File: src/rtl/soc_trace_nop_decoder_if.sv
// Trace-in / event-out bundle for the per-core l.nop trace decoder.
// The master side is the trace producer plus event consumer; the slave side is the decoder.
interface soc_trace_nop_decoder_if;
    logic        trace_valid;
    logic [31:0] trace_pc;
    logic [31:0] trace_insn;
    logic        trace_wben;
    logic [4:0]  trace_wbreg;
    logic [31:0] trace_wbdata;

    logic        evt_valid;
    logic        evt_ready;
    logic [15:0] evt_code;
    logic [31:0] evt_data;
    logic [31:0] evt_pc;
    logic [15:0] evt_core_id;

    logic        terminated;
    logic [31:0] exit_code;
    logic [15:0] drop_count;

    modport master (
        output trace_valid, trace_pc, trace_insn, trace_wben, trace_wbreg, trace_wbdata,
        output evt_ready,
        input  evt_valid, evt_code, evt_data, evt_pc, evt_core_id,
        input  terminated, exit_code, drop_count
    );

    modport slave (
        input  trace_valid, trace_pc, trace_insn, trace_wben, trace_wbreg, trace_wbdata,
        input  evt_ready,
        output evt_valid, evt_code, evt_data, evt_pc, evt_core_id,
        output terminated, exit_code, drop_count
    );
endinterface

File: src/rtl/soc_trace_nop_decoder.sv
// Per-core trace consumer: shadows r3, turns l.nop K (K!=0) into buffered events,
// and latches program termination with its exit code.
module soc_trace_nop_decoder #(
    parameter int unsigned FIFO_DEPTH = 4,
    parameter int unsigned CORE_ID    = 0,
    parameter logic [15:0] TERM_NOP   = 16'h0001
) (
    input logic                    clk,
    input logic                    rst_n,
    soc_trace_nop_decoder_if.slave bus
);

    localparam int unsigned PTR_W   = (FIFO_DEPTH > 1) ? $clog2(FIFO_DEPTH) : 1;
    localparam int unsigned CNT_W   = $clog2(FIFO_DEPTH + 1);
    localparam int unsigned CODE_W  = 16;
    localparam int unsigned WORD_W  = 32;
    localparam logic [7:0]  NOP_OPC = 8'h15;
    localparam logic [4:0]  R3_IDX  = 5'd3;

    typedef struct packed {
        logic [CODE_W-1:0] code;
        logic [WORD_W-1:0] data;
        logic [WORD_W-1:0] pc;
    } evt_t;

    // Architectural state
    logic [WORD_W-1:0] r3_q;
    logic              terminated_q;
    logic [WORD_W-1:0] exit_code_q;
    logic [CODE_W-1:0] drop_count_q;

    // Event buffer state
    evt_t              mem [FIFO_DEPTH];
    logic [PTR_W-1:0]  wr_ptr_q;
    logic [PTR_W-1:0]  rd_ptr_q;
    logic [CNT_W-1:0]  count_q;
    logic              valid_q;

    // Decode signals
    logic              active_c;
    logic              is_nop_c;
    logic [CODE_W-1:0] nop_k_c;
    logic              evt_c;
    logic              term_c;
    logic              r3_wr_c;
    logic              full_c;
    logic              pop_c;
    logic              push_c;
    logic              drop_c;
    logic [CNT_W-1:0]  count_next_c;
    evt_t              evt_in_c;
    evt_t              head_c;

    // Opcode byte and K are the only fields of the instruction word that matter
    logic unused_insn_bits;
    assign unused_insn_bits = ^bus.trace_insn[23:16];

    // Trace decode; once terminated, all trace input is ignored until reset
    always_comb begin
        active_c = bus.trace_valid & ~terminated_q;
        is_nop_c = active_c & (bus.trace_insn[31:24] == NOP_OPC);
        nop_k_c  = bus.trace_insn[15:0];
        evt_c    = is_nop_c & (nop_k_c != '0);
        term_c   = evt_c & (nop_k_c == TERM_NOP);
        r3_wr_c  = active_c & bus.trace_wben & (bus.trace_wbreg == R3_IDX);
    end

    // Event payload uses r3 as it was before any same-cycle write-back
    always_comb begin
        evt_in_c      = '0;
        evt_in_c.code = nop_k_c;
        evt_in_c.data = r3_q;
        evt_in_c.pc   = bus.trace_pc;
    end

    // A full buffer still takes a push when the head is popped on the same edge
    always_comb begin
        full_c = (count_q == CNT_W'(FIFO_DEPTH));
        pop_c  = valid_q & bus.evt_ready;
        push_c = evt_c & (~full_c | pop_c);
        drop_c = evt_c & full_c & ~pop_c;
    end

    always_comb begin
        count_next_c = count_q;
        if (push_c && !pop_c) begin
            count_next_c = count_q + CNT_W'(1);
        end else if (!push_c && pop_c) begin
            count_next_c = count_q - CNT_W'(1);
        end
    end

    // Shadow r3 plus sticky termination state
    always_ff @(posedge clk or negedge rst_n) begin
        if (!rst_n) begin
            r3_q         <= '0;
            terminated_q <= 1'b0;
            exit_code_q  <= '0;
        end else begin
            if (r3_wr_c) begin
                r3_q <= bus.trace_wbdata;
            end
            if (term_c) begin
                terminated_q <= 1'b1;
                exit_code_q  <= r3_q;
            end
        end
    end

    // Dropped-event counter saturates rather than wrapping
    always_ff @(posedge clk or negedge rst_n) begin
        if (!rst_n) begin
            drop_count_q <= '0;
        end else if (drop_c && (drop_count_q != '1)) begin
            drop_count_q <= drop_count_q + CODE_W'(1);
        end
    end

    // Buffer pointers and occupancy; power-of-two depth makes pointer wrap implicit
    always_ff @(posedge clk or negedge rst_n) begin
        if (!rst_n) begin
            wr_ptr_q <= '0;
            rd_ptr_q <= '0;
            count_q  <= '0;
            valid_q  <= 1'b0;
        end else begin
            if (push_c) begin
                wr_ptr_q <= wr_ptr_q + PTR_W'(1);
            end
            if (pop_c) begin
                rd_ptr_q <= rd_ptr_q + PTR_W'(1);
            end
            count_q <= count_next_c;
            valid_q <= (count_next_c != '0);
        end
    end

    // Payload storage needs no reset: the head is masked while the buffer is empty
    always_ff @(posedge clk) begin
        if (push_c) begin
            mem[wr_ptr_q] <= evt_in_c;
        end
    end

    always_comb begin
        head_c = '0;
        if (valid_q) begin
            head_c = mem[rd_ptr_q];
        end
    end

    assign bus.evt_valid   = valid_q;
    assign bus.evt_code    = head_c.code;
    assign bus.evt_data    = head_c.data;
    assign bus.evt_pc      = head_c.pc;
    assign bus.evt_core_id = CODE_W'(CORE_ID);
    assign bus.terminated  = terminated_q;
    assign bus.exit_code   = exit_code_q;
    assign bus.drop_count  = drop_count_q;

endmodule

File: src/flat_wrapper.sv
// flat-port wrapper written by rule: the top's interface ports become plain ports
module soc_trace_nop_decoder_flat 
#(
    parameter int unsigned FIFO_DEPTH = 4,
    parameter int unsigned CORE_ID    = 0,
    parameter logic [15:0] TERM_NOP   = 16'h0001
)
  (clk, rst_n, bus_trace_valid, bus_trace_pc, bus_trace_insn, bus_trace_wben, bus_trace_wbreg, bus_trace_wbdata, bus_evt_ready, bus_evt_valid, bus_evt_code, bus_evt_data, bus_evt_pc, bus_evt_core_id, bus_terminated, bus_exit_code, bus_drop_count);
  soc_trace_nop_decoder_if bus_i ();
  input logic clk;
  input logic rst_n;
  input wire logic [$bits(bus_i.trace_valid)-1:0] bus_trace_valid;
  input wire logic [$bits(bus_i.trace_pc)-1:0] bus_trace_pc;
  input wire logic [$bits(bus_i.trace_insn)-1:0] bus_trace_insn;
  input wire logic [$bits(bus_i.trace_wben)-1:0] bus_trace_wben;
  input wire logic [$bits(bus_i.trace_wbreg)-1:0] bus_trace_wbreg;
  input wire logic [$bits(bus_i.trace_wbdata)-1:0] bus_trace_wbdata;
  input wire logic [$bits(bus_i.evt_ready)-1:0] bus_evt_ready;
  output wire logic [$bits(bus_i.evt_valid)-1:0] bus_evt_valid;
  output wire logic [$bits(bus_i.evt_code)-1:0] bus_evt_code;
  output wire logic [$bits(bus_i.evt_data)-1:0] bus_evt_data;
  output wire logic [$bits(bus_i.evt_pc)-1:0] bus_evt_pc;
  output wire logic [$bits(bus_i.evt_core_id)-1:0] bus_evt_core_id;
  output wire logic [$bits(bus_i.terminated)-1:0] bus_terminated;
  output wire logic [$bits(bus_i.exit_code)-1:0] bus_exit_code;
  output wire logic [$bits(bus_i.drop_count)-1:0] bus_drop_count;
  assign bus_i.trace_valid = bus_trace_valid;
  assign bus_i.trace_pc = bus_trace_pc;
  assign bus_i.trace_insn = bus_trace_insn;
  assign bus_i.trace_wben = bus_trace_wben;
  assign bus_i.trace_wbreg = bus_trace_wbreg;
  assign bus_i.trace_wbdata = bus_trace_wbdata;
  assign bus_i.evt_ready = bus_evt_ready;
  assign bus_evt_valid = bus_i.evt_valid;
  assign bus_evt_code = bus_i.evt_code;
  assign bus_evt_data = bus_i.evt_data;
  assign bus_evt_pc = bus_i.evt_pc;
  assign bus_evt_core_id = bus_i.evt_core_id;
  assign bus_terminated = bus_i.terminated;
  assign bus_exit_code = bus_i.exit_code;
  assign bus_drop_count = bus_i.drop_count;
  soc_trace_nop_decoder #(.FIFO_DEPTH(FIFO_DEPTH), .CORE_ID(CORE_ID), .TERM_NOP(TERM_NOP)) u_core (.clk(clk), .rst_n(rst_n), .bus(bus_i));
endmodule
File: config.mk
export PLATFORM = sky130hd
export DESIGN_NAME = soc_trace_nop_decoder_flat
export DESIGN_NICKNAME = d
export VERILOG_FILES = /design/src/rtl/soc_trace_nop_decoder_if.sv /design/src/rtl/soc_trace_nop_decoder.sv /design/src/flat_wrapper.sv
export SDC_FILE = /design/constraint.sdc
export NUM_CORES = 1
export LEC_CHECK = 0
export BUFFER_PORTS_ARGS = -buffer_cell sky130_fd_sc_hd__buf_2
export CAP_MARGIN = 20
export CORE_UTILIZATION = 56
export DETAILED_ROUTE_END_ITERATION = 10
export PLACE_DENSITY_LB_ADDON = 0.1
export SLEW_MARGIN = 0
export SYNTH_ARGS = -nofsm -noshare
export SYNTH_HDL_FRONTEND = slang
export SYNTH_SLANG_ARGS = --single-unit
File: constraint.sdc
create_clock -name clk -period 4.6 [get_ports clk]
set_input_delay 0.23 -clock clk [delete_from_list [all_inputs] [get_ports clk]]
set_output_delay 0.23 -clock clk [all_outputs]
set_load 0.005 [all_outputs]
After elaboration in Yosys (flattened, before gate mapping)
Memory sizes are Yosys's and may differ from the RTL's.
Index checks and enable logic that the tools add are counted.
- add/sub/neg operators: 5
- multiply operators: 0
- div/mod/pow operators: 0
- order comparisons: 0
- equality and inequality tests: 5
- shift-type cells: 0
- muxes and demuxes: 5
- bitwise logic cells: 14
- reduce and logical (&&, ||, !) cells: 7
- operators with widths (kind ; count):
    2-to-1 mux 80 bit ; 1
    adder 16 x 1 -> 16 bit (second input constant) ; 1
    == test 16 x 1 -> 1 bit (second input constant) ; 1
    inequality test 16 bit (second input constant) ; 1
    nonzero test 16 bit ; 1
    bitwise AND 1 bit ; 10
    == test 8 x 5 -> 1 bit (second input constant) ; 1
    2-to-1 mux 3 bit ; 2
    == test 5 x 2 -> 1 bit (second input constant) ; 1
    adder 2 x 1 -> 2 bit (second input constant) ; 2
    adder 3 x 1 -> 3 bit (second input constant) ; 1
    == test 3 bit (second input constant) ; 1
    logical AND 1 bit ; 3
    inverter 1 bit ; 3
    nonzero test 3 bit ; 1
    subtractor 3 x 1 -> 3 bit (second input constant) ; 1
    zero test 1 bit ; 2
    2-to-1 mux 1 bit ; 2
    OR 1 bit ; 1
- register bits after elaboration: 89
- latch bits: 0
- bits in writable memories: 320
- ROM bits: 0
- output and inout bits: 146
- memories: 1
- memories (memory ; depth ; bits a word ; read ports ; clocked after memory_dff ; write ports ; RTL line ; text):
    u_core.mem ; 4 ; 80 ; 1 ; 0 ; 1 ; soc_trace_nop_decoder.sv:33 ; evt_t mem [FIFO_DEPTH];

Longest topological paths before layout
Gate-level depths: netlist (run 1).
- word-level depth: 10
- gate-level depth with buffers: 7
- gate-level depth less buffers: 7

Worst setup path before layout (run 1)
No wires, ideal clock.
- path kind: register -> register
- start: reg u_core.terminated_q, in the netlist u_core.bus.terminated
- end: mem u_core.mem[0][0] in the netlist's numbering, enable pin
- arrival time: 3.302 ns
- path slack: 0.851 ns
- cell stages (with the launch flop): 7
- clock period less this slack: 3.749 ns
- cells stage by stage: dfrtp_1 -> nor4b_2 -> and4b_1 -> o21ai_2 -> buf_6 -> nor2b_1 -> and2_1
- word-level cells in the longest chain between the ends: 7
- RTL lines (element ; RTL line ; text):
    from (decl) ; soc_trace_nop_decoder.sv:28 ; logic terminated_q;
    from (signal assigned) ; soc_trace_nop_decoder.sv:97 ; terminated_q <= 1'b0;
    from (signal assigned) ; soc_trace_nop_decoder.sv:104 ; terminated_q <= 1'b1;
    inverter 1 bit ; soc_trace_nop_decoder.sv:60 ; active_c = bus.trace_valid & ~terminated_q;
    bitwise AND 1 bit ; soc_trace_nop_decoder.sv:60 ;
    bitwise AND 1 bit ; soc_trace_nop_decoder.sv:61 ; is_nop_c = active_c & (bus.trace_insn[31:24] == NOP_OPC);
    bitwise AND 1 bit ; soc_trace_nop_decoder.sv:63 ; evt_c = is_nop_c & (nop_k_c != '0);
    bitwise AND 1 bit ; soc_trace_nop_decoder.sv:80 ; push_c = evt_c & (~full_c | pop_c);
    2-to-1 mux 1 bit ; soc_trace_nop_decoder.sv:140 ; if (push_c) begin
    2-to-1 mux 1 bit (implied by the code) ; soc_trace_nop_decoder.sv:141 ; mem[wr_ptr_q] <= evt_in_c;
    to (decl) ; soc_trace_nop_decoder.sv:33 ;
Every way passes these cells.

Worst setup path in the final report (run 1)
- start: reg u_core.terminated_q, in the netlist u_core.bus.terminated
- end: mem u_core.mem[1][62] in the netlist's numbering, enable pin
Same word-level chain as after synthesis.

==> results_dict.tcl, run 1 <==
set metrics [dict create \
    drv_cap 0 \
    area_growth_pct 23.7 \
    gp_congestion 0.760 \
    crit_fanout 58 \
    drive_above_1_share_pct 39.6 \
    p_total_mw 9.82 \
    relSlewSlack_pct 37.8 \
    timing.fmax_ghz 0.310 \
    synth_fa_ha_area_share_pct 0.629 \
    syn_area_per_cell_um2 20.1 \
    startpoint_type "flop" \
    slew_viol_final 0 \
    synthXorXnorAreaFrac_pct 1.05 \
    cp.required_ns 4.81 \
    clkTransAtPathRegs_ns 0.06 \
    cts_tree "done" \
    synth_edf_count 320 \
    layout_commonest_cell "edfxtp_1" \
    synth_simple_gate_area_share_pct 5.57 \
    nFillCells 1775 \
    netlist_area_um2 15900 \
    ys_seq_area_share_pct 74.4 \
    synth_top_family_by_area "multiplexers" \
    ios 252 \
    synth_compound_area_share_pct 0.314 \
    rsz0062_at_grt "no" \
    cts.repair.resized 0 \
    rows 61 \
    grt_pass1_vias 8592 \
    dp_slack_ns 1.33 \
    antenna_left 0 \
    synthCells 790 \
    cts_inserted_buffers 41 \
    powerDensity_nw_per_um2 499 \
    vias 8215 \
    insertion_delay_ns 0.52 \
    wirelength_um 30400 \
    ys_types 45 \
    grt_antenna_before_repair 1 \
    fin_crit_sh_pct 70.2 \
    p_leak_nw 7.64 \
    endpoint_kind "flop" \
    worstSetupPathType "reg -> reg" \
    finalSetupViolations 0 \
    async_reset_ff_share_pct 21.8 \
    grt-ovfl-total 0 \
    die_area_um2 29100 \
    clock_skew_ns 0.0106 \
    worstMarginPinSlew_ns 0.933 \
    drt-pass1-iter-count 5 \
    peakVddDrop_mv 0.466 \
    grt_pass1_wl_um 46600 \
    die_x_um 171 \
    synthFlopType "edfxtp_1" \
    nNetsFinal 1234 \
    mostFrequentLayoutCells "edfxtp_1 (320), buf_2 (226), dfrtp_1 (86)" \
    core_area_um2 27900 \
    drc 0 \
    cts_buffer_depth 3 \
    ys_warn_count 0 \
    min_path_type "in -> reg" \
    grt_use_total_pct 21.4 \
    cts_root_buffer "clkbuf_16" \
    initial_core_util_pct 57.1 \
    drt_iter0_markers 449 \
    place_hpwl_um 17300 \
    post_drt_wl_per_cell_um 19.9 \
    numClockSinks 409 \
    worstPathArrival_ns 3.44 \
    final_hold_viol_count 0 \
    status "finished clean" \
    grt_max_degree 85 \
    period_needed_ns 3.23 \
    synth-seq-cells 409 \
    vias_per_cell 5.36 \
    muxShareOfSynthArea_pct 16.2 \
    htreeDepth 2 \
    setup-tns-final_ns 0 \
    io_buffers 227 \
    fin_ws_ns 1.37 \
    dieHeight_um 171 \
]
cell usage after synthesis (2+ instances only):
master      n  share of area [%]
buf_4      16               0.75
nor2_1      5               0.12
nor2_2      2              0.079
inv_1       7               0.17
nand4_1     8               0.31
and3_1      2              0.079
buf_1       2              0.047
mux4_2     80                 11
and2_1     85                3.3
clkbuf_1   20               0.47
xor2_1      4               0.22
ha_1        8               0.63
mux2_1     10               0.71
edfxtp_1  320                 60
nand3_1    10               0.31
mux2_2     56                4.0
nor4_1      3               0.12
xnor2_1    15               0.83
buf_2      11               0.35
mux2i_1     3               0.19
dfrtp_1    89                 14
nand2_1    10               0.24
o21ai_1     2              0.063
state kept, by name, summed over array words and instances (netlist names):
register	flops
u_core.bus.drop_count	16
u_core.bus.evt_valid	1
u_core.bus.exit_code	32
u_core.bus.terminated	1
u_core.count_q	3
u_core.mem	320
u_core.r3_q	32
u_core.rd_ptr_q	2
u_core.wr_ptr_q	2
timing repair:
item	CTS	global route
hold endpoints to repair	285	0
hold buffers	81	0
setup buffers	0	0
setup endpoints to repair	0	0
final timing paths:
kind                                     startpoint                       end  slack [ns]  cells past startpoint
max                           u_core.bus.terminated         u_core.mem[1][62]        1.37                      6
min                                   bus_evt_ready        u_core.rd_ptr_q[1]        0.04                      3
max reg2reg                   u_core.bus.terminated         u_core.mem[1][62]        1.37                      6
min reg2reg                u_core.bus.exit_code[27]  u_core.bus.exit_code[27]        0.48                      1
max in group asynchronous                     rst_n        u_core.rd_ptr_q[0]        3.28                      3
min in group asynchronous                     rst_n  u_core.bus.exit_code[10]        0.36                      2
metrics by stage:
step	util, %	cell area (um^2)	hold WS [ns]	instances
after CTS	70.7	19700	0.0199	1530
after global placement	62.6	17400	0.375	1373
after global routing	70.7	19700	0.0385	1530
final	70.7	19700	0.0357	1532
after detailed placement	62.7	17500	0.383	1374
after floorplan	-	16000	-0.0656	805
metal layers:
layer	share of wire, %	vias to the layer above	global-route usage [%]
met1	41	4192	28.2
li1	-	3743	-
met3	6.7	39	5.11
met4	1.8	0	5.29
met5	0	-	0
met2	50	241	36.2
power breakdown:
| part | internal (mW) | switching [mW] |
|---|---|---|
| combinational | 1.22 | 0.866 |
| clock | 2.12 | 1.32 |
| sequential | 4.09 | 0.205 |
| total | 7.43 | 2.40 |
final cells by class:
type	count	area, um^2	area share (%)
Clock buffer	52	1120	5.69
Inverter	7	26.3	0.133
Tap cell	378	473	2.40
Multi-Input combinational cell	339	3850	19.6
Antenna cell	2	5.00	0.0254
Sequential cell	409	11800	60.2
Clock inverter	23	289	1.47
Timing Repair Buffer	322	2080	10.6
logic make-up after synthesis:
| logic type | Yosys count |
|---|---|
| DFF | 409 |
| adders and majority gates | 8 |
| AOI/OAI and AO/OA | 7 |
| muxes | 149 |
| xor gates and xnor gates | 19 |
| other | 1 |
| buffers and inverters | 57 |
| and+or+nand+nor | 140 |
critical path, cell delays in order, from the launching register on:
cell	delay [ns]
dfrtp_1	0.40
nor4b_2	0.26
and4b_1	0.34
o21ai_2	0.22
nor2b_1	0.44
and2_4	0.86
buf_4	0.38
Note: power is estimated with default switching activity, not from simulation.
==> run 2, diff against run 1 <==
Settings changed: ABC_AREA set to 1, CORE_UTILIZATION 56 to 57.
Clock period 4.6 ns to 3.17 ns, I/O delays scaled along.
==> run 2 against run 1 <==
- core utilization decreased by 0.25 points
- worst setup slack got worse by 0.93 ns
- combinational power increased by 87%
- sequential share of layout area decreased by 1.6 points
- via count increased by 37%
- largest cell class unchanged
- total power increased by 48%
==> results_dict.tcl, run 2 <==
set metrics [dict create \
    die_x_um 173 \
    cp_slowest_cell "dfrtp_4" \
    worstSetupPathType "reg -> out" \
    endpoint_kind "primary output" \
    crit_buf_inv 3 \
    ys_types 35 \
    drt-pass1-iter-count 7 \
    place_hpwl_um 19900 \
    clock_skew_ns 0.00694 \
    drt_iter0_markers 820 \
    powerDensity_nw_per_um2 721 \
    post_drt_wl_per_cell_um 16.9 \
    clkTransAtPathRegs_ns 0.06 \
    synthCells 1429 \
    mostFrequentLayoutCells "nor2_1 (379), edfxtp_1 (320), buf_2 (226)" \
    ios 252 \
    grt_max_degree 123 \
    peakVddDrop_mv 0.510 \
    cts_buffer_depth 3 \
    vias 11233 \
    core_area_um2 28700 \
    grt_antenna_before_repair 0 \
    netlist_top_cells_area "edfxtp_1 (58%), dfrtp_1 (13%), nor2_1 (8.7%)" \
    relSlewSlack_pct 49.7 \
    ys_seq_area_share_pct 71.2 \
    largest_reg_flops 320 \
    nFillCells 2015 \
    wirelength_um 36100 \
    cts_root_buffer "clkbuf_16" \
    synth_edf_count 320 \
    cts_setup_buffers 0 \
    cts_inserted_buffers 41 \
    drv_cap 0 \
    min_path_type "in -> reg" \
    antenna_left 0 \
    layout.cells.non_filler 2137 \
    area_growth_pct 21.6 \
    ys_warn_count 0 \
    grt_pass1_wl_um 57500 \
    timing.fmax_ghz 0.366 \
    vias_per_cell 5.26 \
    drive_above_1_share_pct 20.3 \
    gp_congestion 0.777 \
    worstMarginPinSlew_ns 0.755 \
    dp_cells 1982 \
    netlist_area_um2 16600 \
    cts_tree "done" \
    cp_top_family "buffers and inverters" \
    synthTopCellsByCount "nor2_1 (383), edfxtp_1 (320), o21ai_0 (162)" \
    grt-ovfl-total 0 \
    period_needed_ns 2.73 \
    drc 0 \
    async_reset_ff_share_pct 21.8 \
    numClockSinks 409 \
    max_stage_delay_ns 0.68 \
    initial_core_util_pct 57.9 \
    nNetsFinal 1836 \
    htreeDepth 2 \
    status "finished clean" \
    setup-tns-final_ns 0 \
    die_area_um2 29800 \
    syn_area_per_cell_um2 11.6 \
    fin_hold_ws_ns 0.165 \
    cp.required_ns 3.01 \
    num_antenna_cells 0 \
    io_buffers 227 \
    layout_commonest_cell "nor2_1" \
    grt_pass1_vias 10988 \
    grt_use_total_pct 24.5 \
    rows 62 \
    slew_viol_final 0 \
    path_cells "inv_4, buf_12, o21ai_0, a21oi_1, buf_2" \
    regMostFlops "u_core.mem" \
    synth_top_cell_by_area "edfxtp_1" \
    synth_most_common_cell "nor2_1" \
    crit_fanout 57 \
    synth-seq-cells 409 \
    synthFlopType "edfxtp_1" \
    insertion_delay_ns 0.53 \
    p_leak_nw 7.56 \
    dieHeight_um 173 \
    final_hold_viol_count 0 \
    worstPathArrival_ns 2.57 \
    finalSetupViolations 0 \
    startpoint_type "flop" \
    rsz0062_at_grt "no" \
    fin_crit_sh_pct 86.2 \
    cts.repair.resized 0 \
    hold_buffers 81 \
    synth.top_cell.area_share_pct 57.8 \
]
[run 2: power by group]
group          internal (mW)  total (mW)  switching (mW)
clock network           2.77        4.66            1.89
registers               5.81        6.03           0.220
logic                   1.49        3.88            2.39
[run 2: per-stage QoR]
stage | utilization (%) | area, um^2 | power (mW) | setup WS, ns
3_5_place_dp | 63.1 | 18100 | 9.95 | 0.693
5_1_grt | 70.4 | 20200 | 15.4 | 0.285
6_report | 70.4 | 20200 | 14.6 | 0.439
4_1_cts | 70.4 | 20200 | 14.7 | 0.390
2_1_floorplan | - | 16700 | 8.35 | -0.401
3_3_place_gp | 63.1 | 18100 | 9.87 | 0.721
[run 2: worst reg2reg max path, delay by kind of cell, from the launching register on]
kind	cells	cell delay, ns
AND/OR/NAND/NOR	6	1.23
flip-flops	1	0.40
buffers and inverters	2	0.48
[run 2: kinds of logic (layout without fill, tap and decap cells)]
| logic type | count (synthesis) | after routing | share of synthesized area, % |
|---|---|---|---|
| adder cells (fa/ha/maj) | 8 | 8 | 0.602 |
| flip-flops | 409 | 409 | 71.2 |
| AND/OR/NAND/NOR | 529 | 529 | 13.0 |
| AO/OA/AOI/OAI | 308 | 308 | 9.79 |
| other | 1 | 16 | 0.0226 |
| buffers and inverters | 156 | 465 | 4.43 |
| XOR/XNOR | 18 | 18 | 0.949 |
[run 2: per-layer routing]
layer  track usage [%]  wire (um)
met1              32.4      15400
met2              41.3      17700
met3              4.93       2280
met4              7.34        801
met5                 0          0
[run 2: final cells by class]
class                   count  area (um^2)  share of cell area (%)
clock buffers              58         1150                    5.69
clock inverters            16          158                   0.780
inverters                  67          256                    1.27
multi-input cells         879         4150                    20.5
flip-flops and latches    409        11800                    58.6
well taps                 384          480                    2.38
repair buffers            324         2180                    10.8
[run 2: worst paths after layout]
path | cells after the start | slack [ns] | start | to
setup / recovery | 5 | 0.44 | u_core.rd_ptr_q[0] | bus_evt_code[11]
hold / removal | 8 | 0.17 | bus_trace_insn[25] | u_core.bus.drop_count[5]
setup reg to reg | 8 | 0.72 | u_core.bus.terminated | u_core.mem[2][12]
hold reg to reg | 2 | 0.48 | u_core.bus.exit_code[9] | u_core.bus.exit_code[9]
max in group asynchronous | 3 | 2.25 | rst_n | u_core.bus.exit_code[3]
min in group asynchronous | 2 | 0.24 | rst_n | u_core.bus.drop_count[0]
==> run 3, diff against run 2 <==
Settings changed: CTS_CLUSTER_SIZE set to 8, PLACE_DENSITY set to 0.8, PLACE_DENSITY_LB_ADDON 0.1 to not set.
==> run 3 against run 2 <==
- sequential power fell by 1%
- critical path depth rose by 1
- largest cell class unchanged
- via count rose by 4.9%
- core utilization rose by 1.4 points
- register-to-register slack barely moved
- flip-flop and latch count did not move
- final area rose by 1.9%
- largest power group unchanged
- worst setup slack got worse by 0.075 ns
- total power rose by 6.3%
- non-clock buffer count rose by 8
- count of clock-buffer cells in the layout rose by 45
- first-iteration DRC count rose by 18%
==> results_dict.tcl, run 3 (synthesis results as in run 2) <==
set metrics [dict create \
    status "finished clean" \
    place_area_um2 18100 \
    cts_buffer_depth 3 \
    drc 0 \
    fin_hold_ws_ns 0.0883 \
    gp_congestion 0.824 \
    dieHeight_um 173 \
    grt-ovfl-total 0 \
    powerDensity_nw_per_um2 751 \
    die_x_um 173 \
    setup-tns-final_ns 0 \
    die_area_um2 29800 \
    peakVddDrop_mv 0.566 \
    core_area_um2 28700 \
    nFillCells 1865 \
    p_total_mw 15.5 \
    fin_area_um2 20600 \
    largest_reg_flops 320 \
    fin_crit_sh_pct 88.5 \
    timing.fmax_ghz 0.356 \
    top_layer "met4" \
    post_drt_wl_per_cell_um 17.5 \
    htreeDepth 2 \
    slew_viol_final 0 \
    place_hpwl_um 20600 \
    worstPathArrival_ns 2.65 \
    clkTransAtPathRegs_ns 0.05 \
    rsz0062_at_grt "no" \
    relSlewSlack_pct 24.9 \
    drt_iter0_markers 968 \
    grt_max_degree 82 \
    io_buffers 227 \
    regMostFlops "u_core.mem" \
    cp.required_ns 3.01 \
    worstMarginPinSlew_ns 1.13 \
    drv_cap 0 \
    final_hold_viol_count 0 \
    clock_skew_ns 0.0184 \
    layout_commonest_cell "nor2_1" \
    rows 62 \
    antenna_left 0 \
    dr_wl_met2_um 19300 \
    wirelength_um 38100 \
    cts.repair.resized 0 \
    p_leak_nw 7.73 \
    area_growth_pct 24.0 \
    grt_antenna_before_repair 1 \
    cts_tree "done" \
    vias_per_cell 5.41 \
    drt-pass1-iter-count 5 \
    worstSetupPathType "reg -> out" \
    ios 252 \
    min_path_type "in -> async" \
    mostFrequentLayoutCells "nor2_1 (379), edfxtp_1 (320), buf_2 (226)" \
    dr_wl_met3_um 2740 \
    grt_use_total_pct 25.5 \
    numClockSinks 409 \
    initial_core_util_pct 57.9 \
    insertion_delay_ns 0.57 \
    grt_pass1_vias 11876 \
    grt_pass1_wl_um 60300 \
    vias 11789 \
    cts_root_buffer "clkbuf_16" \
    met1_length_um 15100 \
    nNetsFinal 1860 \
    cts_inserted_buffers 57 \
    final_core_util_pct 71.8 \
    finalSetupViolations 0 \
    startpoint_type "flop" \
    endpoint_kind "primary output" \
    crit_fanout 47 \
    period_needed_ns 2.81 \
    drive_above_1_share_pct 20.6 \
]
[run 3: changes by cell type in the layout (fill, tap and decap cells not counted), moves of 3 or more]
cell	before	now
clkinv_1	7	0
clkbuf_1	12	46
clkinv_2	7	2
clkbuf_8	4	0
buf_4	8	17
bufinv_16	3	0
clkbuf_16	42	57
[run 3: cell type report]
type | instances | area (um^2) | share of cell area [%]
Tap cell | 384 | 480 | 2.33
Clock inverter | 4 | 50.0 | 0.243
Antenna cell | 1 | 2.50 | 0.0121
Inverter | 67 | 256 | 1.24
Multi-Input combinational cell | 879 | 4150 | 20.1
Clock buffer | 103 | 1600 | 7.76
Timing Repair Buffer | 332 | 2230 | 10.8
Sequential cell | 409 | 11800 | 57.5
[run 3: power by group]
| group | total (mW) | internal, mW | switching (mW) |
|---|---|---|---|
| Clock | 5.49 | 3.36 | 2.13 |
| Sequential | 5.94 | 5.82 | 0.117 |
| Combinational | 4.05 | 1.50 | 2.55 |
[run 3: through the flow]
| stage | setup WS (ns) | instances |
|---|---|---|
| detailed placement | 0.698 | 1990 |
| floorplan | -0.401 | 1444 |
| global placement | 0.724 | 1990 |
| finish | 0.363 | 2179 |
| global route | 0.202 | 2179 |
| CTS | 0.356 | 2178 |
[run 3: final timing paths]
kind,start,slack [ns],endpoint,cells past startpoint
setup / recovery,u_core.rd_ptr_q[0],0.36,bus_evt_data[5],6
hold / removal,rst_n,0.09,u_core.bus.exit_code[21],2
setup reg to reg,u_core.count_q[0],0.71,u_core.mem[3][6],6
hold reg to reg,u_core.bus.exit_code[15],0.47,u_core.bus.exit_code[15],2
max in group asynchronous,rst_n,2.28,u_core.rd_ptr_q[1],3
min in group clk,bus_evt_ready,0.13,u_core.count_q[2],5
[run 3: repair_timing]
action	CTS	global route
hold buffers	81	0
buffers inserted	0	0
endpoints found under the hold margin	258	0
[run 3: critical path, cell delays in order (launching register included)]
cell and delay, ns:
dfrtp_4 0.72, buf_4 0.54, nor2_1 0.11, nor2_1 0.12, o21ai_0 0.12, a21oi_1 0.27
buf_2 0.17
[run 3: routing by layer]
layer  GRT usage (%)  vias up
li1                -     5520
met1            32.4     5681
met2            44.9      508
met3            4.20       80
met4            8.30        0
met5               0        -
